$ cat src/rtl/password_writer_pkg.sv
// Shared lock definitions: writer FSM states and the widths that the validator
// and the password writer must agree on.
package password_writer_pkg;

    localparam int PW_DIGITS    = 4;
    localparam int PW_DIGIT_W   = 4;
    localparam int PW_ADDR_W    = 2;
    localparam int PW_MAX_DIGIT = 9;

    typedef enum logic [1:0] {
        S_IDLE,
        S_ENTER,
        S_CONFIRM,
        S_WRITE
    } writer_state_t;

endpackage

$ cat src/rtl/password_writer.sv
// Password programmer: collects a 4-digit code, requires an identical re-entry,
// then burns it into the password store with four back-to-back writes.
module password_writer
    import password_writer_pkg::*;
#(
    parameter int DIGIT_COUNT = PW_DIGITS,
    parameter int MAX_DIGIT   = PW_MAX_DIGIT
) (
    input  logic                  CLK,
    input  logic                  RST,
    input  logic                  authorized,
    input  logic                  start,
    input  logic                  cancel,
    input  logic                  enable,
    input  logic [PW_DIGIT_W-1:0] digit,
    output logic [PW_ADDR_W-1:0]  address,
    output logic [PW_DIGIT_W-1:0] wrData,
    output logic                  wrEn,
    output logic                  busy,
    output logic                  doneLight,
    output logic                  mismatchLight,
    output logic                  invalidLight
);

    localparam logic [PW_ADDR_W-1:0] LAST_IDX = PW_ADDR_W'(DIGIT_COUNT - 1);

    writer_state_t                         state_q, state_d;
    logic [PW_ADDR_W-1:0]                  index_q, index_d;
    logic [DIGIT_COUNT-1:0][PW_DIGIT_W-1:0] entry_q, entry_d;
    logic                                  match_q, match_d;
    logic [PW_ADDR_W-1:0]                  address_q, address_d;
    logic [PW_DIGIT_W-1:0]                 wr_data_q, wr_data_d;
    logic                                  wr_en_q, wr_en_d;
    logic                                  busy_q, busy_d;
    logic                                  done_q, done_d;
    logic                                  mismatch_q, mismatch_d;
    logic                                  invalid_q, invalid_d;

    logic                 abort;
    logic                 legal;
    logic                 digit_match;
    logic [PW_ADDR_W-1:0] next_idx;

    // Losing authorization while collecting digits is treated exactly like cancel.
    assign abort    = cancel || !authorized;
    assign legal    = (digit <= PW_DIGIT_W'(MAX_DIGIT));
    assign next_idx = index_q + PW_ADDR_W'(1);

    always_comb begin
        // NOTE: every next-state value gets a default here so no path infers a latch.
        state_d     = state_q;
        index_d     = index_q;
        entry_d     = entry_q;
        match_d     = match_q;
        address_d   = '0;
        wr_data_d   = '0;
        wr_en_d     = 1'b0;
        done_d      = done_q;
        mismatch_d  = mismatch_q;
        invalid_d   = 1'b0;
        digit_match = match_q && (digit == entry_q[index_q]);

        case (state_q)
            S_IDLE: begin
                if (start && authorized && !cancel) begin
                    state_d    = S_ENTER;
                    index_d    = '0;
                    entry_d    = '0;
                    done_d     = 1'b0;
                    mismatch_d = 1'b0;
                end
            end
            S_ENTER: begin
                if (abort) begin
                    state_d = S_IDLE;
                    index_d = '0;
                    entry_d = '0;
                end else if (enable) begin
                    if (!legal) begin
                        invalid_d = 1'b1;
                    end else begin
                        entry_d[index_q] = digit;
                        if (index_q == LAST_IDX) begin
                            state_d = S_CONFIRM;
                            index_d = '0;
                            match_d = 1'b1;
                        end else begin
                            index_d = next_idx;
                        end
                    end
                end
            end
            S_CONFIRM: begin
                if (abort) begin
                    state_d = S_IDLE;
                    index_d = '0;
                    entry_d = '0;
                end else if (enable) begin
                    if (!legal) begin
                        invalid_d = 1'b1;
                    end else if (index_q != LAST_IDX) begin
                        match_d = digit_match;
                        index_d = next_idx;
                    end else if (digit_match) begin
                        // Present word 0 now so the burst starts the very next cycle.
                        state_d   = S_WRITE;
                        index_d   = '0;
                        wr_en_d   = 1'b1;
                        address_d = '0;
                        wr_data_d = entry_q[0];
                    end else begin
                        state_d    = S_IDLE;
                        index_d    = '0;
                        entry_d    = '0;
                        mismatch_d = 1'b1;
                    end
                end
            end
            S_WRITE: begin
                if (index_q == LAST_IDX) begin
                    state_d = S_IDLE;
                    index_d = '0;
                    entry_d = '0;
                    done_d  = 1'b1;
                end else begin
                    index_d   = next_idx;
                    wr_en_d   = 1'b1;
                    address_d = next_idx;
                    wr_data_d = entry_q[next_idx];
                end
            end
            default: state_d = S_IDLE;
        endcase

        busy_d = (state_d != S_IDLE);
    end

    always_ff @(posedge CLK) begin
        // NOTE: the digit buffers are a handful of flops, so they are reset with the rest.
        if (!RST) begin
            state_q    <= S_IDLE;
            index_q    <= '0;
            entry_q    <= '0;
            match_q    <= 1'b1;
            address_q  <= '0;
            wr_data_q  <= '0;
            wr_en_q    <= 1'b0;
            busy_q     <= 1'b0;
            done_q     <= 1'b0;
            mismatch_q <= 1'b0;
            invalid_q  <= 1'b0;
        end else begin
            // NOTE: non-blocking assignments so every register updates from pre-edge values.
            state_q    <= state_d;
            index_q    <= index_d;
            entry_q    <= entry_d;
            match_q    <= match_d;
            address_q  <= address_d;
            wr_data_q  <= wr_data_d;
            wr_en_q    <= wr_en_d;
            busy_q     <= busy_d;
            done_q     <= done_d;
            mismatch_q <= mismatch_d;
            invalid_q  <= invalid_d;
        end
    end

    assign address       = address_q;
    assign wrData        = wr_data_q;
    assign wrEn          = wr_en_q;
    assign busy          = busy_q;
    assign doneLight     = done_q;
    assign mismatchLight = mismatch_q;
    assign invalidLight  = invalid_q;

endmodule

$ cat config.mk
export PLATFORM = sky130hd
export DESIGN_NAME = password_writer
export DESIGN_NICKNAME = d
export VERILOG_FILES = /design/src/rtl/password_writer_pkg.sv /design/src/rtl/password_writer.sv
export SDC_FILE = /design/constraint.sdc
export NUM_CORES = 1
export LEC_CHECK = 0
export BUFFER_PORTS_ARGS = -buffer_cell sky130_fd_sc_hd__buf_4
export CAP_MARGIN = 25
export CORE_UTILIZATION = 55
export DETAILED_ROUTE_END_ITERATION = 16
export PLACE_DENSITY = 0.76
export SYNTH_ARGS = -nofsm -noshare
export SYNTH_HDL_FRONTEND = slang
export SYNTH_SLANG_ARGS = --single-unit
$ cat constraint.sdc
create_clock -name CLK -period 2.5 [get_ports CLK]
set_input_delay 0.125 -clock CLK [delete_from_list [all_inputs] [get_ports CLK]]
set_output_delay 0.125 -clock CLK [all_outputs]
set_load 0.1 [all_outputs]
==> results.json, run 1 <==
{
  "hold_path.class": "primary input to flop",
  "dr_total_vias": 1630,
  "synth_cells": 184,
  "maxCapViolCount": 0,
  "cts-buffers-inserted": 5,
  "netlist-cell-type-count": 44,
  "hold_start": "digit[0]",
  "path_max_fanout": 10,
  "placement_rows": 20,
  "post-synth-top-area-fraction": 0.351,
  "clock_tree.htree_level_count": 2,
  "port_buffers": 20,
  "finalSetupTns_ns": 0,
  "overflow": 0,
  "setup.worst_path.class": "flop to flop",
  "most_frequent_cells_in_the_layout": "dfxtp_1 (30), buf_4 (25), nor2_1 (17)",
  "grt_most_used_layer": "met1",
  "final_util": 0.664,
  "coreArea_sq_mm": 0.00310,
  "groute.layer.met1.usage": 0.439,
  "use_met3": 0.0961,
  "grt_util_met2": 0.360,
  "clock-root-buffer": "clkbuf_4",
  "max_freq_ghz": 0.426,
  "antenna_left": 0,
  "synth-warning-count": 0,
  "start_util": 0.588,
  "clock_sink_count": 32,
  "syn-cell-area_sq_mm": 0.00183,
  "synth_edf_count": 0,
  "floorplan.io_pins": 21,
  "peakVddDrop_v": 0.000354,
  "async_reset_ff_frac": 0,
  "unrepaired_setup_endpoints_after_global_routing": "false",
  "dpl.hpwl_um": 3370,
  "cts.hold.buffers_added": 0,
  "ctsResizeCount": 0,
  "grt_pass1_wl_um": 7250,
  "syn_avg_cell_area_sq_um": 9.92,
  "critPathCaptureType": "flop",
  "synthesis.nets": 202,
  "power_frac_comb": 0.205,
  "yosys.area.top_type": "dfxtp_1",
  "clockPowerShare": 0.274,
  "critical_path.startpoint_type": "flop",
  "finalMaxSlewViolations": 0,
  "grt_antenna_before_repair": 0,
  "max-clock-path-buffers": 2,
  "timing.rr.end": "entry_q[4]",
  "hold-path-cell-count": 2,
  "cts_setup_buffers": 0,
  "power_density_mw_per_mm2": 489,
  "power.share.switching": 0.319,
  "clkTransAtPathRegs_ns": 0.10,
  "via_count_of_the_first_global_routing_pass": 1440,
  "detail_route.drc_violations": 0,
  "reg2reg_from": "index_q[1]",
  "die_height_um": 59.6,
  "synth-seq-cells": 32,
  "worstSkewPairLatency_ns": 0.33,
  "timing.slew.headroom": 0.556,
  "area_enclosed_by_the_die_boundary_sq_mm": 0.00355,
  "postSynth.topFlopCell": "dfxtp_1",
  "power.total_uw": 1010,
  "routed_wirelength_um": 4610,
  "reg2regPathDepth": 6,
  "seq_power_share": 0.522,
  "worstMarginPinSlew_ns": 0.659,
  "setup.reg_to_reg.worst_slack_ns": 0.15,
  "post_drt_wl_per_cell_um": 18.1,
  "grt_start_max_net_pins": 16,
  "grtUsageTotal": 0.287,
  "internal_power_uw": 686,
  "hold-path-endpoint": "entry_q[12]",
  "net-switching-power_uw": 321,
  "skew_ns": 0.00900,
  "static_leakage_uw": 0.000781,
  "final-setup-viol-count": 0,
  "drive_above_1_share": 0.214,
  "worstPathArrival_ns": 2.60,
  "area.growth.synth_to_final_pct": 12.9,
  "timing_hold_violations_final": 0,
  "final_min_period_over_clock_period": 0.939,
  "n_antenna_cell": 0,
  "tmin_final_ns": 2.35,
  "clock_tree_from_tritoncts": "built",
  "critical_path_required_ns": 2.76,
  "gp_routability_congestion": 0.918,
  "cell_types_with_the_largest_area_share_after_synthesis": "dfxtp_1 (35%), mux4_1 (7.2%), o2bb2ai_1 (5.8%)",
  "run_status": "complete, no violations",
  "drt-vias-per-instance": 6.42,
  "layout.cells.most_common": "dfxtp_1",
  "drt-initial-drc-count": 120,
  "die_width_um": 59.6,
  "design.final.nets": 228,
  "yosysSeqAreaShare": 0.351,
  "detailedRoute.firstPassIterationCount": 4
}
-- cells in the mapped netlist, types with 2 or more instances --
master     instances
a211oi_1           5
a21oi_1           10
a22o_1             4
a31oi_1            2
a32o_1             4
and2_1             2
and3_1             2
clkbuf_8           2
dfxtp_1           32
ha_1               8
inv_1              7
mux2i_1            4
mux4_1             5
mux4_4             2
nand2_1           14
nand2b_1           3
nand3_1            8
nand3b_1           3
nand4_1            2
nor2_1            17
nor2b_1            2
nor3_1             3
o21ai_0            6
o21bai_1           3
o22ai_1            2
o2bb2ai_1         12
xnor2_2            3
-- stage by stage --
step                      hold WS (ns)  std cells  worst slack (ns)  area (sq um)
after floorplan                  0.250        184             0.324          1830
after global placement           0.391        247             0.171          2010
after detailed placement         0.400        247            0.0701          2010
after CTS                       0.0584        254            0.0575          2050
after global routing            0.0467        254            0.0200          2060
final                           0.0579        254             0.152          2060
-- cell families after synthesis --
kind of cell	after synthesis	synth area share
xor+xnor	3	0.0267
flops	32	0.351
mux	11	0.121
fa+ha+maj	8	0.0548
buf+inv	14	0.0494
compound gates	53	0.215
simple gates	63	0.182
-- registers in the layout (all words and copies together), names as in the netlist --
name / cells
entry_q: 16
wrData: 4
address: 2
index_q: 2
state_q: 2
busy: 1
doneLight: 1
invalidLight: 1
match_q: 1
mismatchLight: 1
wrEn: 1
-- per-layer routing --
layer	vias to the layer above	part of all wire
li1	748	-
met1	741	0.44
met2	127	0.41
met3	14	0.13
met4	0	0.020
met5	-	0
-- critical path: stages (launching register included) --
cell	delay, ns
dfxtp_2	0.46
mux4_1	0.63
xnor2_2	0.18
o2111ai_2	0.24
o22ai_1	0.30
o21bai_1	0.29
o2bb2ai_1	0.18
-- worst max path at each step --
stage / startpoint / to / cells past startpoint
2_1_floorplan: index_q[1] / entry_q[12] / 7
3_3_place_gp: index_q[1] / entry_q[15] / 6
3_5_place_dp: index_q[1] / entry_q[12] / 6
4_1_cts: index_q[1] / entry_q[15] / 6
5_1_grt: index_q[1] / entry_q[2] / 6
6_report: index_q[1] / entry_q[4] / 6
-- area by class of cell --
| cell class | count | area (sq um) |
|---|---|---|
| clock buffer | 6 | 41.3 |
| clock inverter | 1 | 5.00 |
| fill | 271 | 1040 |
| inverter | 8 | 30.0 |
| multi-input combinational | 138 | 1100 |
| sequential | 32 | 643 |
| tap | 44 | 55.1 |
| timing repair buffer | 25 | 188 |
-- power groups by stage --
stage | clock (uW) | sequential [uW] | combinational, uW
2_1_floorplan | 0 | 564 | 107
3_3_place_gp | 0 | 536 | 193
3_5_place_dp | 0 | 537 | 197
4_1_cts | 276 | 525 | 198
5_1_grt | 306 | 527 | 217
6_report | 276 | 525 | 206
Note: power is estimated with default switching activity, not from simulation.
==> inputs of run 2 (changes only) <==
--- a/config.mk
+++ b/config.mk
@@ -5,11 +5,14 @@
 export SDC_FILE = /design/constraint.sdc
 export NUM_CORES = 1
 export LEC_CHECK = 0
+export ABC_AREA = 1
 export BUFFER_PORTS_ARGS = -buffer_cell sky130_fd_sc_hd__buf_4
 export CAP_MARGIN = 25
 export CORE_UTILIZATION = 55
+export CTS_BUF_LIST = sky130_fd_sc_hd__clkbuf_8
 export DETAILED_ROUTE_END_ITERATION = 16
 export PLACE_DENSITY = 0.76
+export SKIP_CTS_REPAIR_TIMING = 1
 export SYNTH_ARGS = -nofsm -noshare
 export SYNTH_HDL_FRONTEND = slang
 export SYNTH_SLANG_ARGS = --single-unit
==> results.json, run 2 <==
{
  "run_status": "complete, no violations",
  "synth_edf_count": 0,
  "synth_compound_area_frac": 0.163,
  "yosys.area.top_type": "dfxtp_1",
  "grt_antenna_before_repair": 0,
  "synthesis.nets": 301,
  "clkTransAtPathRegs_ns": 0.06,
  "die_height_um": 60.4,
  "layout.cells.most_common": "nand2_1",
  "seq_area_sq_um": 641,
  "post_drt_wl_per_cell_um": 12.9,
  "detailed_place.area_sq_mm": 0.00208,
  "synthesized_area_fraction_occupied_by_adder_cells": 0.0534,
  "power.total_uw": 1260,
  "clock-root-buffer": "clkbuf_8",
  "post-synth-top-area-fraction": 0.342,
  "cell_types_with_the_largest_area_share_after_synthesis": "dfxtp_1 (34%), nand2_1 (15%), a21oi_1 (7.5%)",
  "postSynth.topFlopCell": "dfxtp_1",
  "clock_sink_count": 32,
  "area_enclosed_by_the_die_boundary_sq_mm": 0.00365,
  "grt_start_max_net_pins": 21,
  "registers.top_by_ff_count": "entry_q",
  "worstSkewPairLatency_ns": 0.28,
  "synthTopCellsByCount": "nand2_1 (75), dfxtp_1 (32), nor2_1 (29), a21oi_1 (28), nand3_1 (28)",
  "routed_wirelength_um": 4550,
  "final_min_period_over_clock_period": 0.866,
  "syn-cell-area_sq_mm": 0.00188,
  "max_freq_ghz": 0.462,
  "die_width_um": 60.4,
  "coreArea_sq_mm": 0.00315,
  "syn_avg_cell_area_sq_um": 6.63,
  "largest_register_ff_count": 16,
  "design_area_sq_mm": 0.00217,
  "setup.worst_path.class": "flop to flop",
  "start_util": 0.595,
  "power_density_mw_per_mm2": 577,
  "maxCapViolCount": 0,
  "internal_power_uw": 842,
  "overflow": 0,
  "port_buffers": 20,
  "grtUsageTotal": 0.273,
  "area.growth.synth_to_final_pct": 15.9,
  "synth-warning-count": 0,
  "max-clock-path-buffers": 2,
  "tmin_final_ns": 2.16,
  "cts-buffers-inserted": 5,
  "skew_ns": 0.00728,
  "async_reset_ff_frac": 0,
  "via_count_of_the_first_global_routing_pass": 1588,
  "yosys.area_share.simple": 0.354,
  "finalMaxSlewViolations": 0,
  "num-fill-cells": 302,
  "synth_mux_area_frac": 0,
  "clock_tree_from_tritoncts": "built",
  "path_max_fanout": 20,
  "most_frequent_cells_in_the_layout": "nand2_1 (75), dfxtp_1 (32), nor2_1 (29)",
  "net-switching-power_uw": 414,
  "drive_above_1_share": 0.142,
  "critPathCaptureType": "flop",
  "worstPathArrival_ns": 2.35,
  "synth_cells": 283,
  "multi_input_area_sq_mm": 0.00108,
  "power.share.switching": 0.329,
  "floorplan.io_pins": 21,
  "static_leakage_uw": 0.000934,
  "hold_path.class": "primary input to flop",
  "post_synth_xor_area_fraction": 0.00467,
  "fin_hold_ws_ns": 0.126,
  "power_frac_comb": 0.255,
  "clockPowerShare": 0.318,
  "yosysSeqAreaShare": 0.342,
  "design.final.nets": 326,
  "gp_routability_congestion": 0.951,
  "antenna_left": 0,
  "combinational_family_with_the_most_area_after_synthesis": "simple AND/OR/NAND/NOR gates",
  "drt-vias-per-instance": 5.41,
  "worstMarginPinSlew_ns": 0.561,
  "critical_path_required_ns": 2.69,
  "netlist-cell-type-count": 28,
  "grt_pass1_wl_um": 7320,
  "detailedRoute.firstPassIterationCount": 5,
  "final-setup-viol-count": 0,
  "dr_total_vias": 1909,
  "detail_route.drc_violations": 0,
  "clock_tree.htree_level_count": 2,
  "seq_power_share": 0.428,
  "finalSetupTns_ns": 0,
  "timing_hold_violations_final": 0,
  "peakVddDrop_v": 0.000417,
  "placement_rows": 20,
  "final_util": 0.690,
  "dpl.hpwl_um": 3410,
  "timing.slew.headroom": 0.622,
  "unrepaired_setup_endpoints_after_global_routing": "false",
  "n_antenna_cell": 0,
  "critical_path.startpoint_type": "flop",
  "drt-initial-drc-count": 107,
  "synth-seq-cells": 32,
  "most_common_cell_in_the_netlist": "nand2_1"
}
[run 2: cell count changes in the layout (fill, tap and decap cells not counted), sizes merged, moves of 7 or more]
cell,change
nand2,+65
inv,+21
nand3,+21
a21oi,+19
nor2,+13
o2bb2ai,-12
o21ai,+11
mux4,-7
[run 2: worst paths after layout]
kind | startpoint | cells after the start | slack [ns] | to
worst max-delay path | index_q[0] | 13 | 0.34 | entry_q[7]
worst min register to register | entry_q[4] | 2 | 0.48 | entry_q[4]
worst min-delay path | RST | 3 | 0.13 | state_q[1]
worst max register to register | index_q[0] | 13 | 0.34 | entry_q[7]
[run 2: final cells by class]
class / instances / area share
clock buffer: 6 / 0.0380
clock inverter: 2 / 0.00345
inverter: 27 / 0.0478
multi-input combinational: 216 / 0.495
sequential: 32 / 0.295
tap: 44 / 0.0253
timing repair buffer: 26 / 0.0955
[run 2: power groups by stage]
stage | logic (uW) | clock network, uW | registers (uW)
2_1_floorplan | 211 | 0 | 577
3_5_place_dp | 313 | 0 | 547
3_3_place_gp | 314 | 0 | 547
5_1_grt | 351 | 432 | 538
4_1_cts | 316 | 405 | 536
6_report | 320 | 399 | 537
[run 2: stage by stage]
step / setup slack [ns] / cells
floorplan: 0.662 / 283
detailed placement: 0.465 / 345
global route: 0.190 / 353
CTS: 0.401 / 353
finish: 0.336 / 353
global placement: 0.490 / 345
[run 2: metal layers]
metal  up-vias  share of wire  global-route usage
li1        977              -                   -
met1       839           0.49               0.399
met2        87           0.42               0.388
met3         6          0.081              0.0725
met4         0          0.013              0.0831
met5         -              0                   0
[run 2: logic make-up after synthesis]
| family | Yosys count |
|---|---|
| AOI/OAI and AO/OA | 57 |
| xor gates and xnor gates | 1 |
| adders and majority gates | 8 |
| buffers and inverters | 35 |
| DFF | 32 |
| and+or+nand+nor | 150 |
[run 2: worst max-delay path, cell delays in order, from the launching register on]
cell     delay, ns
dfxtp_1       0.53
buf_4         0.25
nand2_1       0.06
nand3_1       0.12
nand2_1       0.07
nand2_1       0.05
nand2_1       0.08
nor2_2        0.15
nand3_2       0.12
o21a_1        0.22
buf_12        0.16
nand2_4       0.07
nand2_1       0.05
a21oi_1       0.14
